### config.mk
export PLATFORM = sky130hd
export DESIGN_NAME = router_input_channel
export DESIGN_NICKNAME = d
export VERILOG_FILES = /design/src/rtl/router_input_channel.sv
export SDC_FILE = /design/constraint.sdc
export NUM_CORES = 1
export LEC_CHECK = 0
export BUFFER_PORTS_ARGS = -buffer_cell sky130_fd_sc_hd__buf_2
export CAP_MARGIN = 10
export CORE_MARGIN = 5
export CORE_UTILIZATION = 25
export CTS_BUF_LIST = sky130_fd_sc_hd__clkbuf_8
export CTS_CLUSTER_DIAMETER = 40
export DETAILED_ROUTE_END_ITERATION = 10
export PLACE_DENSITY = 0.51
export SLEW_MARGIN = 15
export SYNTH_ARGS = -nofsm -noshare
export SYNTH_HDL_FRONTEND = slang
export SYNTH_SLANG_ARGS = --single-unit
### constraint.sdc
create_clock -name clk -period 14.56 [get_ports clk]
set_clock_uncertainty 0.1 [all_clocks]
set_input_delay 1.456 -clock clk [delete_from_list [all_inputs] [get_ports clk]]
set_output_delay 1.456 -clock clk [all_outputs]
set_load 0.01 [all_outputs]
### src/rtl/router_input_channel.sv
// router_input_channel: two-VC ingress buffer with XY route/hop decrement at write; ports clk/reset, polarity, si/di/ri link side, out_valid/out_port/out_data/out_grant crossbar side, err sticky, flit_cnt accepted count
module router_input_channel #(
  parameter int CNT_WIDTH = 16
) (
  input  logic                 clk,
  input  logic                 reset,
  input  logic                 polarity,
  input  logic                 si,
  input  logic [63:0]          di,
  output logic                 ri,
  output logic                 out_valid,
  output logic [2:0]           out_port,
  output logic [63:0]          out_data,
  input  logic                 out_grant,
  output logic                 err,
  output logic [CNT_WIDTH-1:0] flit_cnt
);
  logic        valid [2];
  logic [63:0] data [2];
  logic [2:0]  port [2];
  logic        w, r, acc, viol, consume;
  logic [3:0]  hx, hy;
  logic [2:0]  rport;
  logic [63:0] rdata;
  always_comb begin
    w = ~polarity;
    r = polarity;
    hx = di[55:52];
    hy = di[51:48];
    ri = !reset && !valid[w];
    acc = si && ri && di != '0 && di[63] == w;
    viol = si && (!ri || di == '0 || di[63] != w);
    consume = valid[r] && out_grant;
    rport = hx != '0 ? {2'b00, di[62]} : hy != '0 ? {2'b01, di[61]} : 3'd4;
    rdata = hx != '0 ? {di[63:56], hx - 4'd1, di[51:0]} :
            hy != '0 ? {di[63:52], hy - 4'd1, di[47:0]} : di;
    out_valid = valid[r];
    out_data = data[r];
    out_port = port[r];
  end
  always_ff @(posedge clk) begin
    if (reset) begin
      for (int i = 0; i < 2; i++) begin
        valid[i] <= 1'b0;
        data[i] <= '0;
        port[i] <= '0;
      end
      err <= 1'b0;
      flit_cnt <= '0;
    end else begin
      if (consume) begin
        valid[r] <= 1'b0;
        data[r] <= '0;
        port[r] <= '0;
      end
      if (acc) begin
        valid[w] <= 1'b1;
        data[w] <= rdata;
        port[w] <= rport;
        flit_cnt <= flit_cnt + CNT_WIDTH'(1);
      end
      if (viol) err <= 1'b1;
    end
  end
endmodule

==> flow_metrics.tcl, run 1 <==
set metrics [dict create \
    synth_top_area_share_pct 56.8 \
    synth.distinct_cells 49 \
    dr.pass1.iters 4 \
    hold_end "flit_cnt[15]" \
    p_comb_share_pct 9.8 \
    route.detailed.drc 0 \
    io_buffers 154 \
    initialDrtViolationCount 234 \
    fp.dieH_um 178 \
    yosys.area.top_type "edfxtp_1" \
    slew-limit-headroom_pct 28.4 \
    r2r-end "data[0][58]" \
    htree_levels 4 \
    syn_inst 526 \
    hold_path.class "flip-flop to flip-flop" \
    clk_latency_ps 450 \
    pre_cts_slack_ps 9760 \
    min_period_ps 4560 \
    grt_max_degree 77 \
    routed_wl_um 18200 \
    synthMostInstantiatedCell "edfxtp_1" \
    finalWorstSetupSlack_ps 10000 \
    switchingPower_mw 0.242 \
    boundaryPins 155 \
    synth_common_cells "edfxtp_1 (134), and2_1 (111), mux2_2 (68)" \
    hpwl_um 12000 \
    yosysWarnings 0 \
    ctsResizeCount 0 \
    hold_depth 2 \
    grt_antenna_before_repair 5 \
    nets 748 \
    drv_slew 0 \
    core-area_sq_mm 0.0279 \
    wl_met1_um 8040 \
    grt_pass1_vias 4755 \
    crit_fanout 76 \
    endpoint_kind "primary output" \
    power.density_mw_per_mm2 109 \
    vdd_ir_drop_max_mv 0.0531 \
    area_growth_pct 21.4 \
    rsz0062_at_grt "false" \
    worst_hold_slack_ps 397 \
    root_buffer "clkbuf_8" \
    synth_flop_cell "edfxtp_1" \
    met3_length_um 1460 \
    ctsHoldBuffers 0 \
    hold_viol_final 0 \
    dieArea_sq_mm 0.0318 \
    reg2reg_depth 5 \
    vias 4653 \
    instances_no_fill 1066 \
    final_util_pct 30.9 \
    grt_pass1_wl_um 27600 \
    timing.final.crit_share_pct 31.3 \
    worst_pin_slew_ps 1070 \
    fp.dieW_um 178 \
    cp.arrival_ps 3010 \
    synth_seq_cells 153 \
    cp.required_ps 13000 \
    power_leakage_nw 3.41 \
    max_freq_mhz 219 \
    internal_power_mw 0.697 \
    avgViaCountPerCell 4.36 \
    post_drt_wl_per_cell_um 17.1 \
    synth-edff-count 134 \
    ant_nets 0 \
    tns_ps 0 \
    placementRows 61 \
    maxCapViolations 0 \
    gp_congestion 0.754 \
    initial_core_util_pct 25.4 \
    fillers 2824 \
    postSynthAreaPerCell_sq_um 13.5 \
    r2r-start "valid[0]" \
    finalPower_mw 0.939 \
    grt-ovfl-total 0 \
    synth_area_leaders "edfxtp_1 (57%), mux2_2 (11%), and2_1 (9.8%)" \
    critPathLaunchType "input pin" \
    synthArstFlopShare_pct 0 \
    dp_cells 1033 \
    cts_setup_buffers 0 \
    tritoncts "done" \
    grt_usage_pct 11.4 \
    setup_viol 0 \
    cts.sink_count 153 \
    drive_above_1_share_pct 39.4 \
    yosysSeqAreaShare_pct 62.2 \
    highest_layer "met5" \
    clock_power_share_pct 36.5 \
    wl_met2_um 8500 \
    p_seq_share_pct 53.7 \
    place_area_sq_mm 0.00819 \
    r2r_slack_ps 11450 \
    worstHoldStart "flit_cnt[15]" \
    numCtsBuffers 17 \
    synth_nets 600 \
    clockBufferDepth 2 \
    path_class "input pin to primary output" \
    syn_area_sq_mm 0.00708 \
    netSwitchingFraction_pct 25.8 \
    clk_pin_slew_ps 90 \
    status "complete, no violations" \
    stdcell_area_sq_mm 0.00860 \
]
worst max path at each step:
stage,slack (ps),cells past startpoint,from,endpoint
finish,10000,4,polarity,out_data[1]
global route,9870,5,polarity,ri
CTS,9970,4,polarity,out_data[11]
detailed placement,9760,5,polarity,data[0][37]
global placement,9820,5,polarity,data[0][37]
floorplan,8830,3,polarity,data[0][0]
critical path, stage by stage:
cell and delay [ps]:
buf_4 90, buf_4 760, mux2_2 450, buf_2 150
layout by cell type (no fill, tap or decap), drive strengths merged, types with 2 or more instances in the layout:
| cell | synthesis | layout |
|---|---|---|
| or3 | 5 | 5 |
| xnor2 | 3 | 3 |
| o211ai | 2 | 2 |
| xor2 | 2 | 2 |
| nor4 | 16 | 16 |
| a21oi | 13 | 13 |
| inv | 9 | 18 |
| nor2b | 3 | 3 |
| o311ai | 4 | 4 |
| and4 | 2 | 2 |
| bufinv | 0 | 2 |
| clkinv | 0 | 3 |
| and3 | 3 | 3 |
| o21ai | 4 | 4 |
| or3b | 3 | 3 |
| nand3 | 9 | 9 |
| o31ai | 11 | 11 |
| ha | 5 | 5 |
| nor3b | 3 | 3 |
| or4 | 9 | 9 |
| buf | 16 | 158 |
| nor2 | 25 | 25 |
| clkbuf | 13 | 17 |
| nand4 | 7 | 7 |
| dfxtp | 19 | 19 |
| mux2 | 69 | 69 |
| and2 | 111 | 111 |
| edfxtp | 134 | 134 |
| nand2 | 14 | 14 |
final cells by class:
class	count	area [sq um]	area share, %
Timing Repair Buffer	158	803	9.34
Clock inverter	15	178	2.07
Antenna cell	1	2.50	0.0291
Tap cell	378	473	5.50
Inverter	9	33.8	0.393
Multi-Input combinational cell	335	2470	28.7
Clock buffer	17	234	2.72
Sequential cell	153	4400	51.2
per-layer routing:
layer	vias to the layer above	track usage, %
met5	-	0
met4	8	2.78
met3	24	4.39
met2	122	18.4
met1	2264	14.6
li1	2235	-
state kept, by name (all words and copies together) (netlist names):
register / flops
flit_cnt: 16
port: 6
data: 128
err: 1
valid: 2
logic make-up (layout without fill, tap and decap cells):
kind of cell               count (synthesis)  count (layout)  share of synthesized area, %
muxes                                     69              69                          11.0
xor gates and xnor gates                   5               5                         0.618
DFF                                      153             153                          62.2
buffers and inverters                     38             199                          3.18
AOI/OAI and AO/OA                         42              42                          4.12
other                                      1               2                        0.0530
adders and majority gates                  5               5                         0.883
and+or+nand+nor                          213             213                          18.0
power by group through the flow:
stage	Clock, mW	Sequential [mW]	Combinational (mW)
2_1_floorplan	0	0.515	0.0509
3_3_place_gp	0	0.514	0.0953
3_5_place_dp	0	0.515	0.0951
4_1_cts	0.355	0.505	0.0956
5_1_grt	0.371	0.507	0.102
6_report	0.343	0.505	0.0920
Note: power is estimated with default switching activity, not from simulation.
==> run 2: changes to the inputs <==
--- a/config.mk
+++ b/config.mk
@@ -12,7 +12,7 @@
 export CTS_BUF_LIST = sky130_fd_sc_hd__clkbuf_8
 export CTS_CLUSTER_DIAMETER = 40
 export DETAILED_ROUTE_END_ITERATION = 10
-export PLACE_DENSITY = 0.51
+export PLACE_DENSITY = 0.52
 export SLEW_MARGIN = 15
 export SYNTH_ARGS = -nofsm -noshare
 export SYNTH_HDL_FRONTEND = slang
==> constraint.sdc (replaced) <==
create_clock -name clk -period 4.1 [get_ports clk]
set_clock_uncertainty 0.1 [all_clocks]
set_input_delay 0.41 -clock clk [delete_from_list [all_inputs] [get_ports clk]]
set_output_delay 0.41 -clock clk [all_outputs]
set_load 0.01 [all_outputs]
==> flow_metrics.tcl, run 2 (synthesized netlist as in run 1, its figures left out) <==
set metrics [dict create \
    htree_levels 4 \
    final_cell_mix "buf_2 (153), edfxtp_1 (134), and2_1 (111), mux2_2 (68), nor2_1 (25)" \
    clk_pin_slew_ps 110 \
    core-area_sq_mm 0.0279 \
    internal_power_mw 2.42 \
    top_register "data" \
    fp.dieH_um 178 \
    maxCapViolations 0 \
    seq_area_sq_mm 0.00440 \
    clock_power_share_pct 35.3 \
    grt_max_degree 68 \
    cts_setup_buffers 0 \
    dp_cells 1035 \
    worstHoldStart "di[10]" \
    gp_congestion 0.715 \
    largest_reg_flops 128 \
    power_leakage_nw 3.42 \
    netSwitchingFraction_pct 26.3 \
    rsz0062_at_grt "false" \
    hpwl_um 11600 \
    vdd_ir_drop_max_mv 0.160 \
    timing.final.crit_share_pct 74.0 \
    slew-limit-headroom_pct 32.9 \
    crit_path_max_incr_delay_ps 740 \
    cp.arrival_ps 3000 \
    grt_pass1_wl_um 27400 \
    cp.required_ps 4070 \
    p_comb_share_pct 10.1 \
    root_buffer "clkbuf_8" \
    grt-ovfl-total 0 \
    ant_nets 0 \
    r2r_slack_ps 1070 \
    r2r-start "valid[0]" \
    final_common_cell "buf_2" \
    min_period_ps 3030 \
    reg.largest.list "data x128, flit_cnt x16, port x6" \
    worst_pin_slew_ps 1010 \
    status "complete, no violations" \
    drive_above_1_share_pct 39.8 \
    fp.dieW_um 178 \
    initial_core_util_pct 25.4 \
    crit_fanout 67 \
    io_buffers 154 \
    p_seq_share_pct 54.7 \
    dr.pass1.iters 4 \
    routed_wl_um 17900 \
    drv_slew 0 \
    cts.sink_count 153 \
    path_class "flip-flop to flip-flop" \
    hold_depth 2 \
    numCtsBuffers 17 \
    endpoint_kind "flip-flop" \
    clockBufferDepth 2 \
    grt_pass1_vias 4806 \
    switchingPower_mw 0.860 \
    avgViaCountPerCell 4.32 \
    cp-startpoint "valid[0]" \
    max_freq_mhz 330 \
    grt_usage_pct 11.3 \
    tritoncts "done" \
    nets 750 \
    critPathLaunchType "flip-flop" \
    initialDrtViolationCount 206 \
    hold_end "data[1][10]" \
    hold_viol_final 0 \
    cp_cell_sequence "or3b_1, a21bo_2, or3_4, nand3_4, buf_4" \
    route.detailed.drc 0 \
    ctsResizeCount 0 \
    post_drt_wl_per_cell_um 16.8 \
    ctsHoldBuffers 0 \
    boundaryPins 155 \
    cp_slowest_cell "buf_4" \
    area_growth_pct 21.5 \
    placementRows 61 \
    finalPower_mw 3.28 \
    hold_path.class "input pin to flip-flop" \
    clk_latency_ps 440 \
    power.density_mw_per_mm2 381 \
    instances_no_fill 1068 \
    place_area_sq_mm 0.00821 \
    setup_viol 0 \
    fillers 2877 \
    vias 4610 \
    stdcell_area_sq_mm 0.00861 \
    dieArea_sq_mm 0.0318 \
    grt_antenna_before_repair 3 \
    r2r-end "data[1][29]" \
    multi_input_area_sq_mm 0.00247 \
    reg2reg_depth 5 \
]
run 2: per-layer routing:
| layer | global-route usage, % | wire (um) | vias up |
|---|---|---|---|
| li1 | - | - | 2228 |
| met3 | 4.22 | 1260 | 12 |
| met2 | 18.4 | 8470 | 128 |
| met4 | 2.21 | 119 | 6 |
| met5 | 0 | 26 | - |
| met1 | 14.6 | 8030 | 2236 |
run 2: how the worst max path moves through the flow:
stage	cells after the start	to	slack [ps]
finish	5	data[1][29]	1070
detailed placement	5	data[0][26]	620
CTS	5	port[1][2]	1000
global route	5	data[1][26]	910
floorplan	3	data[0][0]	-420
global placement	5	data[0][30]	630
run 2: final cells by class:
cell class	count	share of cell area (%)
Clock buffer	17	2.72
Timing Repair Buffer	160	9.65
Sequential cell	153	51.2
Inverter	9	0.392
Tap cell	378	5.49
Antenna cell	1	0.0291
Clock inverter	15	1.82
Multi-Input combinational cell	335	28.7
run 2: power groups by stage:
stage / sequential, mW / combinational [mW] / clock, mW
after floorplan: 1.83 / 0.184 / 0
after global placement: 1.83 / 0.343 / 0
after detailed placement: 1.83 / 0.341 / 0
after CTS: 1.79 / 0.343 / 1.20
after global routing: 1.80 / 0.365 / 1.26
final: 1.79 / 0.329 / 1.16
run 2: worst max-delay path, delay by kind of cell, from the launching register on:
kind            cells  cell delay (ps)
compound gates      1              350
buf+inv             1              740
flops               1              350
simple gates        3             1040
run 2: through the flow:
stage | hold slack [ps] | utilization, % | TNS [ps] | setup slack, ps
final | 160 | 30.9 | 0 | 1070
after global routing | 113 | 30.9 | 0 | 909
after CTS | 113 | 30.9 | 0 | 998
after detailed placement | 376 | 29.5 | 0 | 623
after global placement | 380 | 29.5 | 0 | 633
after floorplan | 387 | - | -28250 | -422
==> run 3: changes to the inputs <==
--- a/config.mk
+++ b/config.mk
@@ -5,6 +5,7 @@
 export SDC_FILE = /design/constraint.sdc
 export NUM_CORES = 1
 export LEC_CHECK = 0
+export ABC_AREA = 1
 export BUFFER_PORTS_ARGS = -buffer_cell sky130_fd_sc_hd__buf_2
 export CAP_MARGIN = 10
 export CORE_MARGIN = 5
@@ -12,7 +13,7 @@
 export CTS_BUF_LIST = sky130_fd_sc_hd__clkbuf_8
 export CTS_CLUSTER_DIAMETER = 40
 export DETAILED_ROUTE_END_ITERATION = 10
-export PLACE_DENSITY = 0.52
+export PLACE_DENSITY = 0.51
 export SLEW_MARGIN = 15
 export SYNTH_ARGS = -nofsm -noshare
 export SYNTH_HDL_FRONTEND = slang
==> constraint.sdc (replaced) <==
create_clock -name clk -period 3.2 [get_ports clk]
set_clock_uncertainty 0.1 [all_clocks]
set_input_delay 0.32 -clock clk [delete_from_list [all_inputs] [get_ports clk]]
set_output_delay 0.32 -clock clk [all_outputs]
set_load 0.01 [all_outputs]
==> flow_metrics.tcl, run 3 <==
set metrics [dict create \
    postSynthAreaPerCell_sq_um 8.79 \
    tns_ps 0 \
    clock_power_share_pct 36.7 \
    hold_path.class "input pin to flip-flop" \
    slew-limit-headroom_pct 50.7 \
    synth_area_leaders "edfxtp_1 (55%), nand2_1 (15%), nor2_1 (9.6%)" \
    path_class "flip-flop to flip-flop" \
    critPathLaunchType "flip-flop" \
    boundaryPins 155 \
    crit_end "data[1][60]" \
    min_period_ps 2240 \
    core-area_sq_mm 0.0287 \
    drv_slew 0 \
    worst_pin_slew_ps 740 \
    grt_antenna_before_repair 3 \
    reg2reg_depth 6 \
    timing.final.crit_share_pct 70.1 \
    area_growth_pct 22.4 \
    fillers 3100 \
    status "complete, no violations" \
    fp.dieH_um 181 \
    grt_max_degree 69 \
    post_drt_wl_per_cell_um 14.3 \
    ctsHoldBuffers 0 \
    synthMostInstantiatedCell "nand2_1" \
    crit_fanout 37 \
    clk_pin_slew_ps 80 \
    initialDrtViolationCount 283 \
    r2r-end "data[1][60]" \
    initial_core_util_pct 25.4 \
    grt_pass1_vias 5751 \
    clk_latency_ps 440 \
    synth_common_cells "nand2_1 (286), nor2_1 (186), edfxtp_1 (134)" \
    fp.dieW_um 181 \
    cts_setup_buffers 0 \
    grt_busiest_layer "met2" \
    grt-ovfl-total 0 \
    routed_wl_um 19600 \
    p_comb_share_pct 10.6 \
    synth_flop_cell "edfxtp_1" \
    tritoncts "done" \
    max_freq_mhz 446 \
    avgViaCountPerCell 4.16 \
    yosysWarnings 0 \
    nets 1049 \
    hold_viol_final 0 \
    grt_pass1_wl_um 31200 \
    synth_seq_cells 153 \
    synthArstFlopShare_pct 0 \
    hpwl_um 13000 \
    placementRows 62 \
    cts.sink_count 153 \
    reg.largest.list "data x128, flit_cnt x16, port x6" \
    htree_levels 4 \
    clockBufferDepth 2 \
    r2r-start "valid[0]" \
    cp.arrival_ps 2270 \
    cp.required_ps 3230 \
    synth_top_area_share_pct 55.2 \
    endpoint_kind "flip-flop" \
    vias 5709 \
    root_buffer "clkbuf_8" \
    syn_inst 829 \
    yosysSeqAreaShare_pct 60.4 \
    largest_reg_flops 128 \
    final_cell_mix "nand2_1 (284), nor2_1 (186), buf_2 (154), edfxtp_1 (134), inv_1 (82)" \
    grt_usage_pct 12.0 \
    gr-usage-met3_pct 3.96 \
    numCtsBuffers 17 \
    synth.distinct_cells 29 \
    drive_above_1_share_pct 20.7 \
    met1_usage_pct 14.5 \
    r2r_slack_ps 960 \
    power_leakage_nw 4.16 \
    cp-startpoint "valid[0]" \
    yosys.area.top_type "edfxtp_1" \
    syn_area_sq_mm 0.00729 \
    vdd_ir_drop_max_mv 0.162 \
    ctsResizeCount 0 \
    use_met2_pct 20.8 \
    io_buffers 154 \
    dr.pass1.iters 4 \
    route.detailed.drc 0 \
    p_seq_share_pct 52.7 \
    rsz0062_at_grt "false" \
    finalPower_mw 4.37 \
    final_common_cell "nand2_1" \
    setup_viol 0 \
    switchingPower_mw 1.09 \
    dieArea_sq_mm 0.0327 \
    maxCapViolations 0 \
    gp_congestion 0.781 \
    power.density_mw_per_mm2 490 \
    internal_power_mw 3.28 \
    synth-edff-count 134 \
    synth_nets 903 \
    netSwitchingFraction_pct 25.0 \
    top_register "data" \
    ant_nets 0 \
]
-- run 3: changes by cell type in the layout (fill, tap and decap cells not counted), moves of 14 or more --
cell,previous run,this run
nor4_1,15,0
inv_1,8,82
mux2_2,68,1
nor2_1,25,186
nand4_1,7,21
and2_1,111,0
nand2_1,14,284
-- run 3: final cells by class --
| type | instances | area, sq um | share of cell area, % |
|---|---|---|---|
| clock inverter | 15 | 196 | 2.20 |
| tap | 384 | 480 | 5.39 |
| multi-input combinational | 557 | 2400 | 26.9 |
| sequential | 153 | 4400 | 49.4 |
| clock buffer | 17 | 234 | 2.62 |
| timing repair buffer | 163 | 888 | 9.96 |
| inverter | 83 | 312 | 3.49 |
| antenna | 1 | 2.50 | 0.0281 |
-- run 3: through the flow --
step | util, % | cells | worst slack [ps] | hold WS (ps) | area, sq um
floorplan | - | 829 | 426 | 343 | 7290
global placement | 29.6 | 1340 | 608 | 341 | 8480
detailed placement | 29.6 | 1340 | 568 | 357 | 8480
CTS | 31.1 | 1372 | 925 | 21.1 | 8910
global route | 31.1 | 1373 | 823 | 61.7 | 8920
finish | 31.1 | 1373 | 956 | 63.3 | 8920
-- run 3: critical path: stages, from the launching register on --
cell     delay (ps)
dfxtp_1         340
nand2_1          90
nand3_2         140
nor2_8          330
nand4_4         170
nand2_4         410
buf_12          300
-- run 3: power by group through the flow --
stage	Combinational, mW	Sequential, mW	Clock (mW)
finish	0.463	2.30	1.60
global route	0.523	2.31	1.76
CTS	0.480	2.30	1.66
detailed placement	0.478	2.35	0
global placement	0.477	2.34	0
floorplan	0.255	2.34	0
-- run 3: kinds of logic after synthesis --
kind of cell	Yosys count	synth area share, %
mux	1	0.155
buf+inv	119	6.94
flops	153	60.4
xor+xnor	11	1.43
fa+ha+maj	5	0.859
compound gates	24	1.68
other cells	1	0.0515
simple gates	515	28.4
-- run 3: layer usage --
metal  wire length (um)  part of all wire (%)  vias to the layer above
met5                 21                  0.11                        -
met4                150                  0.77                        4
met3               1220                   6.2                       14
met2               9890                    51                      120
met1               8300                    42                     2657
li1                   -                     -                     2914
-- run 3: worst min-delay path by stage --
stage | slack, ps | from | end | depth (start not counted)
final | 60 | si | err | 3
after floorplan | 340 | valid[0] | valid[0] | 2
after detailed placement | 360 | err | err | 2
after CTS | 20 | si | err | 3
after global placement | 340 | err | err | 2
after global routing | 60 | di[43] | data[0][43] | 3
